## config.mk

```make
export PLATFORM = sky130hd
export DESIGN_NAME = spi_master
export DESIGN_NICKNAME = d
export VERILOG_FILES = /design/src/rtl/spi_master.sv
export SDC_FILE = /design/constraint.sdc
export NUM_CORES = 1
export LEC_CHECK = 0
export CAP_MARGIN = 30
export CELL_PAD_IN_SITES_DETAIL_PLACEMENT = 0
export CELL_PAD_IN_SITES_GLOBAL_PLACEMENT = 1
export CORE_UTILIZATION = 46
export DETAILED_ROUTE_END_ITERATION = 16
export GPL_ROUTABILITY_DRIVEN = 0
export PLACE_DENSITY = 0.95
export SLEW_MARGIN = 20
export SYNTH_ARGS = -nofsm -noshare
export SYNTH_HDL_FRONTEND = slang
export SYNTH_SLANG_ARGS = --single-unit
```

## constraint.sdc

```tcl
create_clock -name clk -period 2.8 [get_ports clk]
set_input_delay 0.56 -clock clk [delete_from_list [all_inputs] [get_ports clk]]
set_output_delay 0.56 -clock clk [all_outputs]
set_load 0.02 [all_outputs]
```

## src/rtl/spi_master.sv

```systemverilog
// SPI bus initiator: shifts one WORDSIZE-bit word out on MOSI while capturing MISO,
// framing each transfer with SS lead/trail time and an inter-word gap.
module spi_master #(
    parameter int WORDSIZE  = 8,
    parameter int CPOL      = 0,
    parameter int CPHA      = 0,
    parameter int MSB_FIRST = 1,
    parameter int SCK_DIV   = 2
) (
    input  logic                clk,
    input  logic                rst_n,
    input  logic                start,
    input  logic [WORDSIZE-1:0] tx_data,
    output logic                busy,
    output logic [WORDSIZE-1:0] rx_data,
    output logic                rx_valid,
    output logic                sck,
    output logic                ss,
    output logic                mosi,
    input  logic                miso
);

    localparam int HW = (SCK_DIV > 1) ? $clog2(SCK_DIV) : 1;
    // Wide enough to hold the final edge number 2*WORDSIZE (64 when WORDSIZE = 32).
    localparam int EW = $clog2(2 * WORDSIZE + 1);
    localparam logic [HW-1:0] HALF_LAST = HW'(SCK_DIV - 1);
    localparam logic [EW-1:0] EDGE_LAST = EW'(2 * WORDSIZE);
    localparam logic          SCK_IDLE  = (CPOL != 0);

    typedef enum logic [2:0] {
        IDLE,
        LEAD,
        XFER,
        TRAIL,
        GAP
    } state_t;

    state_t                state_q;
    logic [HW-1:0]         half_q;
    logic [EW-1:0]         edge_q;
    logic [WORDSIZE-1:0]   tx_q;
    logic [WORDSIZE-1:0]   rx_q;
    logic [WORDSIZE-1:0]   rx_data_q;
    logic                  sck_q;
    logic                  ss_q;
    logic                  mosi_q;
    logic                  busy_q;
    logic                  rx_valid_q;

    logic                  half_end;
    logic [EW-1:0]         edge_d;
    logic                  sample_edge;
    logic                  setup_edge;
    logic                  tx_head;
    logic [WORDSIZE-1:0]   tx_shift_d;
    logic [WORDSIZE-1:0]   rx_shift_d;
    logic                  first_bit;
    logic [WORDSIZE-1:0]   load_shift;

    always_comb begin
        half_end    = (half_q == HALF_LAST);
        edge_d      = edge_q + 1'b1;
        // Odd edges are leading edges; CPHA selects which parity samples.
        sample_edge = (CPHA == 0) ? edge_d[0] : ~edge_d[0];
        setup_edge  = ~sample_edge & ~((CPHA == 0) && (edge_d == EDGE_LAST));
        tx_head     = (MSB_FIRST != 0) ? tx_q[WORDSIZE-1] : tx_q[0];
        tx_shift_d  = (MSB_FIRST != 0) ? (tx_q << 1) : (tx_q >> 1);
        rx_shift_d  = (MSB_FIRST != 0) ? ((rx_q << 1) | WORDSIZE'(miso))
                                       : ((rx_q >> 1) | (WORDSIZE'(miso) << (WORDSIZE - 1)));
        first_bit   = (MSB_FIRST != 0) ? tx_data[WORDSIZE-1] : tx_data[0];
        load_shift  = (MSB_FIRST != 0) ? (tx_data << 1) : (tx_data >> 1);
    end

    always_ff @(posedge clk or negedge rst_n) begin
        if (!rst_n) begin
            state_q    <= IDLE;
            half_q     <= '0;
            edge_q     <= '0;
            tx_q       <= '0;
            rx_q       <= '0;
            rx_data_q  <= '0;
            sck_q      <= SCK_IDLE;
            ss_q       <= 1'b1;
            mosi_q     <= 1'b0;
            busy_q     <= 1'b0;
            rx_valid_q <= 1'b0;
        end else begin
            rx_valid_q <= 1'b0;
            case (state_q)
                IDLE: begin
                    half_q <= '0;
                    if (start) begin
                        // CPHA=0 presents the first bit during LEAD, so it is consumed here.
                        tx_q    <= (CPHA == 0) ? load_shift : tx_data;
                        mosi_q  <= (CPHA == 0) ? first_bit : 1'b0;
                        rx_q    <= '0;
                        edge_q  <= '0;
                        ss_q    <= 1'b0;
                        busy_q  <= 1'b1;
                        state_q <= LEAD;
                    end
                end
                LEAD, XFER: begin
                    if (half_end) begin
                        half_q <= '0;
                        edge_q <= edge_d;
                        if (sample_edge) begin
                            rx_q <= rx_shift_d;
                        end
                        if (setup_edge) begin
                            mosi_q <= tx_head;
                            tx_q   <= tx_shift_d;
                        end
                        if (edge_d == EDGE_LAST) begin
                            sck_q   <= SCK_IDLE;
                            state_q <= TRAIL;
                        end else begin
                            sck_q   <= ~sck_q;
                            state_q <= XFER;
                        end
                    end else begin
                        half_q <= half_q + 1'b1;
                    end
                end
                TRAIL: begin
                    if (half_end) begin
                        half_q     <= '0;
                        ss_q       <= 1'b1;
                        mosi_q     <= 1'b0;
                        rx_data_q  <= rx_q;
                        rx_valid_q <= 1'b1;
                        state_q    <= GAP;
                    end else begin
                        half_q <= half_q + 1'b1;
                    end
                end
                GAP: begin
                    if (half_end) begin
                        half_q  <= '0;
                        busy_q  <= 1'b0;
                        state_q <= IDLE;
                    end else begin
                        half_q <= half_q + 1'b1;
                    end
                end
                default: begin
                    state_q <= IDLE;
                end
            endcase
        end
    end

    assign busy     = busy_q;
    assign rx_data  = rx_data_q;
    assign rx_valid = rx_valid_q;
    assign sck      = sck_q;
    assign ss       = ss_q;
    assign mosi     = mosi_q;

endmodule

```

==> flow_summary.yaml, run 1 <==
logic_synthesis:
  syn_area_um2: 1770
  yosysTopAreaCell: "dfrtp_1"
  synth_top_area_frac: 0.510
  synthTopCellsByArea: "dfrtp_1 51%, mux2_2 13%, a22o_1 4.0%"
  syn_nets: 160
  synth-seq-cells: 37
  ys_seq_area_frac: 0.525
  synth-edff-count: 0
  syn_inst: 147
  synth.distinct_cells: 45
  synth_warnings: 0
  async_flop_share: 1.00
  synth.avg_cell_area_um2: 12.0
  synthFlopType: "dfrtp_1"
power:
  pwr-share-seq: 0.461
  power_frac_comb: 0.298
  powerDensity_nw_per_um2: 727
  p_sw_mw: 0.503
  p_leak_nw: 0.908
  p_clk_frac: 0.241
  peakVddDrop_uv: 364
  power_switching_share: 0.325
  power.internal_mw: 1.04
worst_setup_path:
  crit_type: "reg2reg"
  critPathMaxStageDelay_ns: 0.70
  critPathCaptureType: "flop"
  crit_required_ns: 2.98
  cp_top_family: "flip-flops"
  cpMostUsedCell: "mux2_2"
  crit_path_cell_trace: "xnor2_2 > nor2_1 > mux2_2 > mux2_2"
  arrival_ns: 2.33
  startpoint_type: "flop"
  path_buf_inv: 0
  slowest_stage: "dfrtp_1"
  cp_max_fo: 16
timing:
  relSlewSlack: 0.484
  slew_viol_final: 0
  period_share: 0.767
  skew_ns: 0.00708
  hold_ws_ns: 0.506
  tightestPinTransition_ns: 0.771
  final.min_clock_period_ns: 2.15
  rsz0062_at_grt: "no"
  finalHoldViolations: 0
  final.setup.worst_slack_ns: 0.653
  fin_tns_setup_ns: 0
  max_clock_freq_mhz: 466
  setup_violations: 0
grt:
  grt_use_total: 0.182
  first_global_vias: 1181
  grt-ovfl-total: 0
  grt_start_max_net_pins: 38
  antenna_found_initial: 0
  grt_pass1_wl_um: 5490
floorplan:
  io_pins: 25
  start_util: 0.483
  die_w_um: 64.0
  die_area_um2: 4090
  coreArea_um2: 3660
  row_count: 22
  die_y_um: 64.0
clock_tree:
  path_clk_slew_ns: 0.07
  h-tree-depth: 2
  worstSkewPairLatency_ns: 0.30
  cts_tree: "built"
  clockRootBuffer: "clkbuf_8"
  clock_sinks: 37
  cts_buffers: 5
  cts_setup_buffers: 0
  cts_buffer_depth: 2
  hold_buffers: 0
  post_cts_resized: 0
finish:
  fin_area_um2: 2130
  n_antenna_cell: 0
  syn2layout_area_growth_pct: 20.3
  layout_common_cells: "36 x dfrtp_1, 24 x clkdlybuf4s50_1, 21 x mux2_2"
  layout.nets: 185
  fillerInstances: 316
  drive_above_1_share: 0.208
  layout_commonest_cell: "dfrtp_1"
  fin_util: 0.581
worst_hold_path:
  hp-class: "reg2reg"
route:
  vias: 1214
  totalWireLength_um: 3200
  drc: 0
  first_iter_violations: 82
  routedWlPerCell_um: 14.5
  routed_via_density: 5.49
  ant_nets: 0
  first_pass_iters: 4
flow_run:
  maxCapViolations: 0
placement:
  post_dp_cell_area_um2: 2040
  place_ws_ns: 0.445
  dp_hpwl_um: 2260
  io_buffers: 24
run_status:
  status: "completed"
-- cell type report --
class                   instances  area [um2]  share of cell area
inverters                       3        11.3             0.00530
multi-input cells             100         790               0.371
clock inverters                 3        21.3              0.0100
flip-flops and latches         37         927               0.436
well taps                      48        60.1              0.0283
repair buffers                 25         248               0.117
clock buffers                   5        68.8              0.0324
-- final timing paths --
check                            from        end  slack, ns  depth (start not counted)
hold reg to reg               tx_q[3]    tx_q[3]       0.51                          1
max in group asynchronous       rst_n         ss       1.77                          2
setup / recovery           state_q[1]    tx_q[3]       0.65                          4
hold / removal                tx_q[3]    tx_q[3]       0.51                          1
min in group asynchronous       rst_n  edge_q[2]       0.67                          2
setup reg to reg           state_q[1]    tx_q[3]       0.65                          4
-- metal layers --
| layer | track usage | share of wire | vias up |
|---|---|---|---|
| li1 | - | - | 589 |
| met1 | 0.235 | 0.46 | 595 |
| met2 | 0.278 | 0.49 | 27 |
| met3 | 0.0714 | 0.045 | 3 |
| met4 | 0.0597 | 0.0085 | 0 |
| met5 | 0 | 0 | - |
-- power by group through the flow --
stage / Combinational [mW] / Sequential (mW) / Clock (mW)
after floorplan: 0.358 / 0.697 / 0
after global placement: 0.447 / 0.716 / 0
after detailed placement: 0.462 / 0.722 / 0
after CTS: 0.465 / 0.712 / 0.389
after global routing: 0.503 / 0.727 / 0.417
final: 0.460 / 0.713 / 0.372
-- cell families (layout without fill, tap and decap cells) --
| family | Yosys count | in the layout | synth area share |
|---|---|---|---|
| mux | 22 | 22 | 0.140 |
| buf+inv | 10 | 36 | 0.0283 |
| simple gates | 36 | 36 | 0.109 |
| fa+ha+maj | 1 | 1 | 0.00708 |
| compound gates | 36 | 36 | 0.162 |
| flops | 37 | 37 | 0.525 |
| xor+xnor | 5 | 5 | 0.0290 |
-- Yosys cell counts (2+ instances only) --
cell,n
dfrtp_1,36
mux2_2,21
nand2_1,15
a22o_1,8
a21oi_1,5
nor2_1,5
buf_2,4
o21ai_0,4
inv_1,3
nand3_1,3
xor2_1,3
a21o_1,2
clkbuf_1,2
nand2b_1,2
nor2b_1,2
o22ai_1,2
o2bb2ai_1,2
-- stage by stage --
step,cells,power (mW)
3_5_place_dp,213,1.18
4_1_cts,221,1.56
3_3_place_gp,213,1.16
2_1_floorplan,147,1.06
5_1_grt,221,1.65
6_report,221,1.54
-- registers in the layout, summed over array words and instances (netlist names), 3 cells and up --
register and count:
edge_q 5, state_q 3, rx_data 8, tx_q 7
rx_q 8
No activity file was read; power rests on OpenSTA's default activity.
==> run 2, diff against run 1 <==
Settings changed: CORE_UTILIZATION 46 to 43, PLACE_DENSITY 0.95 to 0.9.
Clock period 2.8 ns to 2 ns, I/O delays scaled along.
==> run 2 against run 1 <==
- non-clock buffer count is 8 higher
- clock skew hardly changed
- final cell count is 3.6% higher
- design area is 3.8% higher
- critical path type unchanged
- largest cell class unchanged
==> flow_summary.yaml, run 2 (synthesis results as in run 1) <==
clock_tree:
  post_cts_resized: 0
  worstSkewPairLatency_ns: 0.29
  hold_buffers: 0
  clockRootBuffer: "clkbuf_8"
  clock_sinks: 37
  cts_buffer_depth: 2
  path_clk_slew_ns: 0.07
  cts_setup_buffers: 0
  cts_tree: "built"
  h-tree-depth: 2
  cts_buffers: 5
timing:
  finalHoldViolations: 0
  hold_ws_ns: 0.506
  slew_viol_final: 0
  final.min_clock_period_ns: 1.87
  rsz0062_at_grt: "no"
  setup_violations: 0
  tightestPinTransition_ns: 0.785
  skew_ns: 0.00699
  max_clock_freq_mhz: 535
  period_share: 0.934
  relSlewSlack: 0.475
worst_setup_path:
  r2r-end: "tx_q[7]"
  crit_required_ns: 2.18
  crit_path_cell_trace: "xnor2_2 > nor2_1 > mux2_2 > mux2_2"
  reg2reg_depth: 4
  critPathMaxStageDelay_ns: 0.44
  slowest_stage: "dfrtp_1"
  r2r_slack_ns: 0.13
  startpoint_type: "flop"
  cp_max_fo: 7
  cpMostUsedCell: "mux2_2"
  critPathCaptureType: "flop"
  crit_type: "reg2reg"
  crit_start: "state_q[0]"
  r2r_start: "state_q[0]"
  arrival_ns: 2.05
grt:
  grt-ovfl-total: 0
  antenna_found_initial: 0
  first_global_vias: 1232
  grt_start_max_net_pins: 38
  grt_pass1_wl_um: 5750
  grt_use_total: 0.180
power:
  power_frac_comb: 0.313
  power.internal_mw: 1.62
  p_clk_frac: 0.271
  peakVddDrop_uv: 668
  p_sw_mw: 0.694
  p_leak_nw: 0.959
  power_switching_share: 0.300
  pwr-share-seq: 0.416
  powerDensity_nw_per_um2: 1050
  power_mw: 2.31
route:
  first_iter_violations: 63
  ant_nets: 0
  totalWireLength_um: 3370
  routedWlPerCell_um: 14.7
  first_pass_iters: 4
  vias: 1235
  routed_via_density: 5.39
  drc: 0
floorplan:
  start_util: 0.465
  die_area_um2: 4370
  die_w_um: 66.1
  coreArea_um2: 3800
  io_pins: 25
  row_count: 22
  die_y_um: 66.1
placement:
  dp_hpwl_um: 2410
  io_buffers: 24
worst_hold_path:
  hp-class: "reg2reg"
  min_to: "sck"
  holdPathStages: 1
  hp-start: "sck"
finish:
  layout_common_cells: "36 x dfrtp_1, 24 x clkdlybuf4s50_1, 21 x mux2_2"
  layout_commonest_cell: "dfrtp_1"
  layout.nets: 193
  drive_above_1_share: 0.238
  fin_util: 0.581
  syn2layout_area_growth_pct: 24.9
  n_antenna_cell: 0
  fillerInstances: 329
run_status:
  status: "completed"
flow_run:
  maxCapViolations: 0
[run 2: cell count changes in the layout (fill, tap and decap cells not counted)]
cell	change
clkinv_2	-1
clkbuf_1	+1
clkinv_4	+1
bufinv_16	+1
inv_6	-1
clkinvlp_4	-1
buf_4	+8
[run 2: how the worst max path moves through the flow]
stage                     endpoint  slack (ns)  cells after the start
after floorplan            tx_q[2]        0.28                      5
after global placement     tx_q[7]       0.003                      6
after detailed placement   tx_q[7]       -0.04                      6
after CTS                  tx_q[7]        0.11                      4
after global routing       tx_q[2]        0.03                      4
final                      tx_q[7]        0.13                      4
[run 2: through the flow]
| stage | cells | cell area (um2) | TNS, ns | setup slack [ns] |
|---|---|---|---|---|
| 6_report | 229 | 2210 | 0 | 0.131 |
| 3_5_place_dp | 221 | 2100 | -0.218 | -0.0420 |
| 3_3_place_gp | 221 | 2100 | 0 | 0.00318 |
| 4_1_cts | 229 | 2210 | 0 | 0.107 |
| 2_1_floorplan | 147 | 1770 | 0 | 0.280 |
| 5_1_grt | 229 | 2210 | 0 | 0.0311 |
[run 2: cell type report]
type | instances | area (um2) | area share
clock inverters | 2 | 38.8 | 0.0176
clock buffers | 6 | 72.6 | 0.0329
repair buffers | 33 | 308 | 0.139
inverters | 3 | 11.3 | 0.00510
flip-flops and latches | 37 | 927 | 0.420
multi-input cells | 100 | 790 | 0.358
well taps | 48 | 60.1 | 0.0272
[run 2: power by group through the flow]
stage | combinational [mW] | clock (mW) | sequential, mW
2_1_floorplan | 0.501 | 0 | 0.976
3_3_place_gp | 0.707 | 0 | 0.966
3_5_place_dp | 0.732 | 0 | 0.974
4_1_cts | 0.732 | 0.652 | 0.961
5_1_grt | 0.795 | 0.680 | 0.975
6_report | 0.725 | 0.627 | 0.962
[run 2: critical path, delay by kind of cell, from the launching register on]
family / cells / cell delay [ns]
muxes: 2 / 0.66
DFF: 1 / 0.44
and+or+nand+nor: 1 / 0.44
xor gates and xnor gates: 1 / 0.22
[run 2: metal layers]
metal | part of all wire | track usage
met1 | 0.46 | 0.222
met5 | 0 | 0
met2 | 0.49 | 0.293
met3 | 0.043 | 0.0534
met4 | 0.015 | 0.0718
